===== config.mk =====
export PLATFORM = sky130hd
export DESIGN_NAME = mem_stage
export DESIGN_NICKNAME = d
export VERILOG_FILES = /design/src/rtl/mem_stage.sv
export SDC_FILE = /design/constraint.sdc
export NUM_CORES = 1
export LEC_CHECK = 0
export CAP_MARGIN = 5
export CELL_PAD_IN_SITES_DETAIL_PLACEMENT = 0
export CELL_PAD_IN_SITES_GLOBAL_PLACEMENT = 1
export CORE_ASPECT_RATIO = 1.1
export CORE_MARGIN = 1.5
export CORE_UTILIZATION = 38
export CTS_BUF_LIST = sky130_fd_sc_hd__clkbuf_8
export DETAILED_ROUTE_END_ITERATION = 12
export PLACE_DENSITY_LB_ADDON = 0.1
export SLEW_MARGIN = 0
export SYNTH_ARGS = -nofsm -noshare
export SYNTH_HDL_FRONTEND = slang
export SYNTH_SLANG_ARGS = --single-unit

===== constraint.sdc =====
create_clock -name clk -period 4.75 [get_ports clk]
set_input_delay 0.7125 -clock clk [delete_from_list [all_inputs] [get_ports clk]]
set_output_delay 0.7125 -clock clk [all_outputs]
set_load 0.005 [all_outputs]

===== src/rtl/mem_stage.sv =====
// Memory-access pipeline stage. Takes one registered EX record at a time,
// performs an RV64 load or store over a req/gnt/rvalid data-memory port, and
// emits a single-cycle registered writeback record. EX is back-pressured
// through o_mem_ready. The rd of a writing record still in flight is exported
// for hazard detection.
//
// Handshakes: the EX record is taken on a cycle where i_valid and o_mem_ready
// are both 1. A memory request stays up with its address, byte enables, write
// data and write flag unchanged until a cycle where o_dmem_req and i_dmem_gnt
// are both 1. Load data is taken only when i_dmem_rvalid is 1 in a cycle after
// the grant cycle; rvalid at any other time is ignored.
module mem_stage #(
  parameter int XLEN   = 64,
  parameter int REG_AW = 5
) (
  input  logic              clk,
  input  logic              rst_n,
  input  logic              i_valid,
  input  logic              i_is_load,
  input  logic              i_is_store,
  input  logic [2:0]        i_funct3,
  input  logic [XLEN-1:0]   i_addr,
  input  logic [XLEN-1:0]   i_wdata,
  input  logic [REG_AW-1:0] i_rd_addr,
  input  logic              i_rf_wr_en,
  output logic              o_mem_ready,
  output logic [REG_AW-1:0] o_mem_rd,
  output logic              o_dmem_req,
  output logic              o_dmem_we,
  output logic [XLEN-1:0]   o_dmem_addr,
  output logic [7:0]        o_dmem_be,
  output logic [XLEN-1:0]   o_dmem_wdata,
  input  logic              i_dmem_gnt,
  input  logic              i_dmem_rvalid,
  input  logic [XLEN-1:0]   i_dmem_rdata,
  output logic              o_wb_valid,
  output logic              o_wb_we,
  output logic [REG_AW-1:0] o_wb_rd,
  output logic [XLEN-1:0]   o_wb_data,
  output logic              o_misaligned,
  output logic [1:0]        dbg_state
);

  typedef enum logic [1:0] {
    IDLE = 2'd0,
    REQ  = 2'd1,
    RSP  = 2'd2
  } state_t;

  state_t            state;

  // Fields of the memory record currently in flight.
  logic              held_is_load;
  logic [2:0]        held_funct3;
  logic [2:0]        held_off;
  logic [REG_AW-1:0] held_rd;
  logic              held_wr_en;

  logic              is_mem;
  logic [2:0]        off;
  logic              misaligned;
  logic [7:0]        be_c;
  logic [XLEN-1:0]   wdata_c;

  // Shift the addressed bytes down to bit 0 and sign/zero extend by funct3.
  function automatic logic [XLEN-1:0] load_ext(input logic [2:0]      f3,
                                               input logic [2:0]      lane,
                                               input logic [XLEN-1:0] rdata);
    logic [XLEN-1:0] sh;
    logic [XLEN-1:0] res;
    sh = rdata >> {lane, 3'b000};
    case (f3)
      3'd0:    res = {{(XLEN-8){sh[7]}}, sh[7:0]};
      3'd1:    res = {{(XLEN-16){sh[15]}}, sh[15:0]};
      3'd2:    res = {{(XLEN-32){sh[31]}}, sh[31:0]};
      3'd4:    res = {{(XLEN-8){1'b0}}, sh[7:0]};
      3'd5:    res = {{(XLEN-16){1'b0}}, sh[15:0]};
      3'd6:    res = {{(XLEN-32){1'b0}}, sh[31:0]};
      default: res = sh;
    endcase
    return res;
  endfunction

  // Decode access size from the incoming record: alignment, lanes, store data.
  always_comb begin
    is_mem     = i_is_load | i_is_store;
    off        = i_addr[2:0];
    misaligned = 1'b0;
    be_c       = 8'h00;
    case (i_funct3[1:0])
      2'd0: begin
        misaligned = 1'b0;
        be_c       = 8'h01 << off;
      end
      2'd1: begin
        misaligned = off[0];
        be_c       = 8'h03 << off;
      end
      2'd2: begin
        misaligned = |off[1:0];
        be_c       = 8'h0F << off;
      end
      default: begin
        misaligned = |off;
        be_c       = 8'hFF;
      end
    endcase
    wdata_c = i_wdata << {off, 3'b000};
  end

  assign o_mem_ready = (state == IDLE);
  assign o_mem_rd    = ((state != IDLE) && held_wr_en) ? held_rd : '0;
  assign dbg_state   = state;

  // Stage FSM: accepts records, runs the memory handshake, emits writeback.
  always_ff @(posedge clk or negedge rst_n) begin
    if (!rst_n) begin
      state        <= IDLE;
      held_is_load <= 1'b0;
      held_funct3  <= '0;
      held_off     <= '0;
      held_rd      <= '0;
      held_wr_en   <= 1'b0;
      o_dmem_req   <= 1'b0;
      o_dmem_we    <= 1'b0;
      o_dmem_addr  <= '0;
      o_dmem_be    <= '0;
      o_dmem_wdata <= '0;
      o_wb_valid   <= 1'b0;
      o_wb_we      <= 1'b0;
      o_wb_rd      <= '0;
      o_wb_data    <= '0;
      o_misaligned <= 1'b0;
    end else begin
      o_wb_valid   <= 1'b0;
      o_misaligned <= 1'b0;
      case (state)
        IDLE: begin
          if (i_valid) begin
            if (!is_mem) begin
              o_wb_valid <= 1'b1;
              o_wb_we    <= i_rf_wr_en;
              o_wb_rd    <= i_rd_addr;
              o_wb_data  <= i_addr;
            end else if (misaligned) begin
              o_wb_valid   <= 1'b1;
              o_wb_we      <= 1'b0;
              o_wb_rd      <= i_rd_addr;
              o_wb_data    <= '0;
              o_misaligned <= 1'b1;
            end else begin
              state        <= REQ;
              held_is_load <= i_is_load;
              held_funct3  <= i_funct3;
              held_off     <= off;
              held_rd      <= i_rd_addr;
              held_wr_en   <= i_rf_wr_en & i_is_load;
              o_dmem_req   <= 1'b1;
              o_dmem_we    <= ~i_is_load;
              o_dmem_addr  <= {i_addr[XLEN-1:3], 3'b000};
              o_dmem_be    <= be_c;
              o_dmem_wdata <= wdata_c;
            end
          end
        end
        REQ: begin
          if (i_dmem_gnt) begin
            o_dmem_req <= 1'b0;
            if (held_is_load) begin
              state <= RSP;
            end else begin
              state      <= IDLE;
              o_wb_valid <= 1'b1;
              o_wb_we    <= 1'b0;
              o_wb_rd    <= held_rd;
              o_wb_data  <= '0;
            end
          end
        end
        RSP: begin
          if (i_dmem_rvalid) begin
            state      <= IDLE;
            o_wb_valid <= 1'b1;
            o_wb_we    <= held_wr_en;
            o_wb_rd    <= held_rd;
            o_wb_data  <= load_ext(held_funct3, held_off, i_dmem_rdata);
          end
        end
        default: state <= IDLE;
      endcase
    end
  end

endmodule

# Word level (Yosys, flattened, before mapping)
# Index checks and enable logic that the tools add are counted.
dict set report classes {
  reduce_logical 13
  shifts 5
  muxes 47
  bitwise_logic 4
  eq_ne 16
}
# op n
set ops {}
lappend ops {{64-bit two-way mux} 6}
lappend ops {{64-bit case mux with 6 select lines} 1}
lappend ops {{64-bit case mux with 3 select lines} 1}
lappend ops {{64-bit by 6-bit << shifter with 64-bit output} 1}
lappend ops {{64-bit by 6-bit >> shifter with 64-bit output} 1}
lappend ops {{5-bit two-way mux} 7}
lappend ops {{8-bit case mux with 3 select lines} 1}
lappend ops {{1-bit two-way mux} 19}
lappend ops {{5-bit case mux with 3 select lines} 1}
lappend ops {{2-bit two-way mux} 6}
lappend ops {{2-bit inequality test, second input constant} 5}
lappend ops {{5-bit AND reduction} 2}
lappend ops {{3-bit equality test, second input constant} 3}
lappend ops {{1-bit case mux with 3 select lines} 3}
lappend ops {{1-bit by 3-bit << shifter with 8-bit output, first input constant} 1}
lappend ops {{2-bit by 3-bit << shifter with 8-bit output, first input constant} 1}
lappend ops {{4-bit by 3-bit << shifter with 8-bit output, first input constant} 1}
lappend ops {{2-bit case mux with 3 select lines} 1}
lappend ops {{6-bit AND reduction} 1}
lappend ops {{2-bit by 1-bit equality test with 1-bit output, second input constant} 2}
lappend ops {{2-bit equality test, second input constant} 2}
lappend ops {{2-bit zero test} 2}
lappend ops {{4-bit AND reduction} 1}
lappend ops {{2-bit nonzero test} 2}
lappend ops {{13 further kinds} 14}
dict set report word_totals {
  input_bits 208
  elab_cells 101
  reg_bits 222
}

# Depth between registers and ports, before layout
# Gate-level depths: netlist of the first run.
dict set report logic_depth {
  depth_word 6
  mapped_depth 10
  ltp_nobuf 7
}

# Worst setup path before layout of the first run
# No wires, ideal clock.
dict set report synth_timing {
  kind {input-to-reg}
  startpoint {input port i_addr[0]}
  endpoint {register o_wb_data[22]}
  stages 7
  n_path_buf 3
  setup_slack_ns 2.171
  arrival_ns 2.453
  required_ns 4.624
  path_cell_list {buf_2 -> or3_1 -> a211oi_1 -> buf_2 -> clkbuf_1 -> nor3_1 -> a221o_1}
}
dict set report synth_between {
  elab_chain_len 4
  word_cells_on_any_way 5
  cone_classes {eq/ne: 1; mux: 1; reduce/logical: 3}
}
# element line_no
set synth_lines {}
lappend synth_lines {{start, declared} 22} ;# input logic [XLEN-1:0] i_addr,
lappend synth_lines {{3-bit OR reduction / 2-bit OR reduction (equally long branches)} {104, 100}}
lappend synth_lines {{1-bit case mux with 3 select lines *} 90} ;# case (i_funct3[1:0])
lappend synth_lines {{3-bit by 2-bit inequality test with 1-bit output (no line) *} n/a}
lappend synth_lines {{6-bit AND reduction (no line) *} n/a}
lappend synth_lines {{end signal, assigned} 144} ;# o_wb_data <= i_addr;
lappend synth_lines {{end signal, assigned} 186} ;# o_wb_data <= load_ext(held_funct3, held_off, i_dmem_rdata);
lappend synth_lines {{end, declared} 39} ;# output logic [XLEN-1:0] o_wb_data,
# Mark *: on every way between the ends. The rest lies on a longest branch, timed or not.
# A chain may end at the register's enable or synchronous reset.

# Final worst setup path of the first run
dict set report layout_timing {
  startpoint {input port i_funct3[1]}
  endpoint {register o_wb_data[39]}
}
dict set report layout_between {
  elab_chain_len 4
  word_cells_on_any_way 6
  cone_classes {eq/ne: 3; mux: 1; reduce/logical: 2}
}
# element line_no
set layout_lines {}
lappend layout_lines {{start, declared} 21} ;# input logic [2:0] i_funct3,
lappend layout_lines {{2-bit equality test, or another cell as far along} 90}
lappend layout_lines {{1-bit case mux with 3 select lines *} 90}
lappend layout_lines {{3-bit by 2-bit inequality test with 1-bit output (no line) *} n/a}
lappend layout_lines {{6-bit AND reduction (no line) *} n/a}
# Marks and branches as above.

==> flow_summary_export.csv, run 1 <==
group,metric,value,unit
run_status,status,"completed",
logic_synthesis,synth_area_leaders,"dfrtp_1, nand2_1, mux2i_1",
pwr,irDropWorstVdd,0.441,mV
global_routing,grt_pass1_vias,12600,
flow_run,drv_cap,0,
sta,period_minus_slack,3.23,ns
logic_synthesis,yosys.cell_count.top_type,"nand2_1",
logic_synthesis,synthesis.area,13000,sq um
critical_path,crit_family,"buffers and inverters",
logic_synthesis,ys.flop_type,"dfrtp_1",
routing,routedWlPerCell,22.5,um
sta,hold_viol_final,0,
clocking,cts_sinks,222,
finish,drive_above_1_share,9.34,%
routing,drt_iter0_drc,857,
sta,tightest_slew,1.10,ns
critical_path,r2r_slack,1.55,ns
finish,n_fill_cell,3152,
pwr,leakagePower,7.67,nW
die,chipWidth,179,um
clocking,cts.reportedPaths.clkPinSlew,0.06,ns
global_routing,met3_usage,8.87,%
global_routing,use_met2,47.9,%
logic_synthesis,ys_ff_latch,222,
clocking,tritoncts,"yes",
clocking,htree_levels,2,
routing,vias_per_cell,5.54,
routing,ant_nets,0,
logic_synthesis,synth-async-reset-ratio,100,%
critical_path,reg2reg_to,"o_wb_data[39]",
sta,finalSetupViolations,0,
finish,multi_input_area,6840,sq um
critical_path,worst_setup_path_start_kind,"input port",
clocking,cts_setup_buffers,0,
die,dieArea,35300,sq um
sta,rsz0062_at_grt,"no",
finish,instances_no_fill,2296,
die,num_io_pins,426,
pwr,switching_share,40.5,%
pwr,p_sw,4.63,mW
global_routing,antenna_found_initial,2,
placed_design,placed_cells,2221,
finish,post-route-util,54.6,%
global_routing,grt_pass1_wl,76400,um
sta,period_share,68.0,%
critical_path,end_kind,"flip-flop",
pwr,internal_power,6.79,mW
logic_synthesis,ys_top_cells_by_count,"nand2_1, dfrtp_1, o21ai_0",
clocking,hold_buffers,0,
placed_design,dp_hpwl,38100,um
pwr,clkPwrFrac,17.0,%
routing,routed_wl,51600,um
logic_synthesis,synth_edf_count,0,
finish,area_growth,40.9,%
routing,drcViolationCount,0,
clocking,cts_resized,0,
pwr,power_density,625,nW/um^2
global_routing,grtUsageMet1,33.4,%
sta,final.setup_skew,0.0228,ns
routing,dr.pass1.iters,5,
placed_design,gp_congestion,0.889,
die,die_h,197,um
critical_path,cpPeakStageDelay,0.69,ns
logic_synthesis,synthDistinctLibCells,52,
critical_path,path_buf_inv,2,
logic_synthesis,ys_seq_area_share,42.8,%
logic_synthesis,yosysWarnings,0,
critical_path,arrival,3.69,ns
logic_synthesis,avgSynthCellArea,8.76,sq um
die,rows,70,
sta,slew_violations,0,
global_routing,grt_usage,28.7,%
sta,tns,0,ns
clocking,cts.root.buffer_cell,"clkbuf_8",
clocking,cts_buffers,40,
critical_path,cp_slowest_cell,"buf_4",
die,start_util,38.8,%
global_routing,gr-total-overflow,0,
critical_path,cp.depth,7,
die,coreArea,33500,sq um
routing,vias,12700,
sta,slew-limit-headroom,26.9,%
global_routing,grt-busiest-layer,"met2",
critical_path,path_cells,"clkdlybuf4s50_1 > ha_1 > o21ba_2 > o211ai_1 > buf_4 > nand2_1 > o311ai_0",
pwr,p_seq_share,29.2,%
logic_synthesis,synth_top_cell_by_area,"dfrtp_1",
logic_synthesis,syn_inst,1480,
global_routing,grt_max_degree,99,
finish,seqCellArea,5560,sq um
clocking,insertion_delay,0.58,ns
placed_design,port_buffers,422,
sta,hold-worst-slack,0.167,ns
critical_path,worstSetupPathType,"input port to flip-flop",
finish,nNetsFinal,2048,
critical_path,path_max_fanout,78,
pwr,combPwrFrac,53.8,%
clocking,clock_path_buffers,3,
min_path,hp-class,"input port to asynchronous set/reset pin",
sta,setup_slack,1.52,ns
critical_path,setup.worst_path.start,"i_funct3[1]",
critical_path,cp.required,5.21,ns
critical_path,reg2regPathDepth,5,
sta,fmax,310,MHz
logic_synthesis,synth_top_area_share,42.8,%
placed_design,place_ws,0.982,ns
critical_path,r2r_start,"held_off[2]",
-- cell usage in the layout, fill, tap and decap left out, drive strengths merged, types with 25 or more instances in the layout --
master / n
clkdlybuf4s50: 418
nand2: 354
dfrtp: 222
o21ai: 129
mux2i: 98
a21oi: 83
nor2: 73
clkbuf: 54
mux2: 48
o211ai: 36
nand3: 33
nand4: 32
buf: 29
inv: 25
-- power by group through the flow --
stage	clock (mW)	sequential, mW	combinational (mW)
4_1_cts	1.98	3.34	6.17
5_1_grt	2.06	3.45	6.64
6_report	1.94	3.34	6.15
2_1_floorplan	0	3.31	3.08
3_3_place_gp	0	3.34	6.09
3_5_place_dp	0	3.36	6.14
-- per-stage QoR --
| step | total power, mW | instance area [sq um] |
|---|---|---|
| after floorplan | 6.39 | 13000 |
| after global placement | 9.43 | 17400 |
| after detailed placement | 9.50 | 17400 |
| after CTS | 11.5 | 18300 |
| after global routing | 12.2 | 18300 |
| final | 11.4 | 18300 |
-- state kept, by name, indices dropped and copies added, names as in the netlist, 2 cells and up --
signal	cells
o_dmem_wdata	64
o_wb_data	64
o_dmem_addr	61
o_dmem_be	8
held_rd	5
o_wb_rd	5
held_funct3	3
held_off	3
dbg_state	2
-- cell families after synthesis --
family / count (synthesis) / share of synthesized area (%)
simple gates: 561 / 18.3
compound gates: 372 / 18.2
flops: 222 / 42.8
mux: 164 / 14.9
buf+inv: 151 / 4.83
fa+ha+maj: 9 / 0.868
other cells: 1 / 0.0289
-- final cells by class --
cell class	instances	share of cell area (%)
diodes	1	0.0137
clock buffers	54	4.07
clock inverters	20	0.630
inverters	11	0.226
multi-input cells	1109	37.4
flip-flops and latches	222	30.4
well taps	432	2.96
repair buffers	447	24.2
-- how the worst max path moves through the flow --
stage | endpoint | slack (ns)
global placement | o_wb_data[39] | 1.12
CTS | o_wb_data[39] | 1.55
detailed placement | o_wb_data[39] | 0.98
floorplan | o_wb_data[22] | 2.17
finish | o_wb_data[39] | 1.52
global route | o_wb_data[22] | 1.26
-- metal layers --
metal	routed length [um]	up-vias
met3	4790	120
met1	19600	6127
met2	24700	536
li1	-	5940
met4	2550	2
met5	11	-
Power figures use the tool's default switching activity.
==> inputs of run 2 (changes only) <==
- CORE_UTILIZATION: 38 -> 35
- clock period: 4.75 -> 3.2 ns (I/O delays scaled with it)
==> run 2 against run 1 <==
Net effect:
- count of clock-buffer cells in the layout shrank 3
- worst hold slack gained 0.043 ns
- first-iteration DRC count shrank 9.8%
==> flow_summary_export.csv, run 2 (synthesis results as in run 1) <==
group,metric,value,unit
run_status,status,"completed",
sta,slew_violations,0,
pwr,p_seq_share,29.0,%
clocking,cts_resized,0,
die,chipWidth,187,um
clocking,tritoncts,"yes",
global_routing,antenna_found_initial,2,
routing,ant_nets,0,
sta,tightest_slew,1.13,ns
critical_path,end_kind,"output pin",
sta,period_share,89.8,%
sta,slew-limit-headroom,24.4,%
clocking,cts_sinks,222,
pwr,switching_share,40.1,%
placed_design,place_ws,0.0726,ns
clocking,cts_setup_buffers,0,
clocking,htree_levels,2,
critical_path,path_cells,"inv_1 > ha_1 > buf_4 > nor2b_1 > and2_1 > clkdlybuf4s50_1",
min_path,holdPathStages,3,
critical_path,arrival,2.39,ns
global_routing,grt_max_degree,81,
die,coreArea,36400,sq um
critical_path,worst_setup_path_start_kind,"flip-flop",
pwr,power_density,922,nW/um^2
global_routing,grt_pass1_wl,80800,um
global_routing,gr-total-overflow,0,
pwr,leakagePower,7.82,nW
global_routing,grt_usage,27.7,%
sta,period_minus_slack,2.87,ns
sta,final.setup_skew,0.0174,ns
finish,area_growth,43.6,%
placed_design,dp_hpwl,40000,um
global_routing,grt_pass1_vias,13000,
routing,drt_iter0_drc,773,
die,dieArea,38200,sq um
critical_path,cp.required,2.72,ns
clocking,cts.reportedPaths.clkPinSlew,0.06,ns
finish,reg.largest.list,"o_dmem_wdata x64, o_wb_data x64, o_dmem_addr x61",
finish,final_common_cell,"clkdlybuf4s50_1",
critical_path,crit_family,"buffers and inverters",
critical_path,path_buf_inv,3,
routing,dr.pass1.iters,5,
critical_path,cp.depth,6,
min_path,hp-class,"input port to flip-flop",
routing,routed_wl,53600,um
pwr,clkPwrFrac,16.5,%
placed_design,port_buffers,422,
sta,tns,0,ns
die,rows,73,
routing,vias_per_cell,5.37,
finish,n_fill_cell,3502,
pwr,internal_power,10.3,mW
critical_path,r2r_slack,0.55,ns
sta,rsz0062_at_grt,"no",
placed_design,gp_congestion,0.912,
finish,multi_input_area,6840,sq um
finish,most-common-layout-cells,"clkdlybuf4s50_1, nand2_1, dfrtp_1, o21ai_0, mux2i_1",
critical_path,cp_slowest_cell,"clkdlybuf4s50_1",
pwr,irDropWorstVdd,0.538,mV
clocking,hold_buffers,1,
critical_path,worstSetupPathType,"flip-flop to output pin",
die,die_h,205,um
die,start_util,35.7,%
critical_path,path_max_fanout,7,
critical_path,reg2regPathDepth,7,
sta,fmax,348,MHz
clocking,cts_buffers,41,
sta,hold_viol_final,0,
pwr,combPwrFrac,54.5,%
routing,vias,12700,
finish,seqCellArea,5560,sq um
finish,drive_above_1_share,10.3,%
die,num_io_pins,426,
routing,routedWlPerCell,22.6,um
sta,setup_slack,0.327,ns
clocking,insertion_delay,0.57,ns
routing,drcViolationCount,0,
clocking,clock_path_buffers,3,
clocking,cts.root.buffer_cell,"clkbuf_8",
flow_run,drv_cap,0,
finish,nNetsFinal,2077,
sta,finalSetupViolations,0,
pwr,p_sw,6.89,mW
critical_path,cpPeakStageDelay,0.50,ns
-- run 2: changes by cell type in the layout (fill, tap and decap cells not counted) --
cell,delta
buf_4,+19
buf_12,+8
clkbuf_8,-3
clkinv_2,-3
bufinv_16,+1
diode_2,+1
dlygate4sd3_1,+1
inv_6,-1
-- run 2: area by class of cell --
cell class | count | share of cell area (%)
antenna | 2 | 0.0269
tap | 487 | 3.27
clock buffer | 51 | 3.77
inverter | 11 | 0.222
clock inverter | 17 | 0.652
sequential | 222 | 29.8
multi-input combinational | 1109 | 36.7
timing repair buffer | 475 | 25.5
-- run 2: final timing paths --
check                              from                to
max                        dbg_state[0]       o_mem_rd[3]
min                           i_addr[1]       held_off[1]
max reg2reg                dbg_state[0]      o_wb_data[7]
min reg2reg                o_dmem_be[1]      o_dmem_be[1]
max in group asynchronous         rst_n  o_dmem_wdata[26]
min in group asynchronous         rst_n   o_dmem_addr[44]
-- run 2: metrics by stage --
stage | instance area, sq um | hold WS, ns | total power [mW] | utilization [%] | instances
global route | 18600 | 0.208 | 18.3 | 51.2 | 2372
detailed placement | 17800 | 0.457 | 14.4 | 48.9 | 2303
CTS | 18600 | 0.162 | 17.3 | 51.2 | 2372
global placement | 17800 | 0.457 | 14.3 | 48.9 | 2303
floorplan | 13000 | 0.184 | 9.49 | - | 1482
finish | 18600 | 0.210 | 17.2 | 51.2 | 2374
-- run 2: metal layers --
metal | routed length (um) | up-vias | part of all wire [%] | global-route usage, %
met5 | 14 | - | 0.026 | 0
met4 | 1960 | 2 | 3.7 | 10.5
met3 | 4300 | 95 | 8.0 | 7.59
met2 | 26500 | 529 | 49 | 48.4
met1 | 20800 | 6114 | 39 | 32.3
li1 | - | 6006 | - | -
-- run 2: power groups by stage --
| stage | Clock (mW) | Sequential [mW] | Combinational [mW] |
|---|---|---|---|
| floorplan | 0 | 4.92 | 4.57 |
| global placement | 0 | 5.01 | 9.33 |
| detailed placement | 0 | 5.02 | 9.38 |
| CTS | 2.92 | 5.00 | 9.42 |
| global route | 3.05 | 5.15 | 10.1 |
| finish | 2.83 | 4.98 | 9.37 |
-- run 2: tightest hold or removal path, delay by kind of cell --
| family | cells | cell delay [ns] |
|---|---|---|
| buffers and inverters | 1 | 0.16 |
| and+or+nand+nor | 2 | 0.10 |
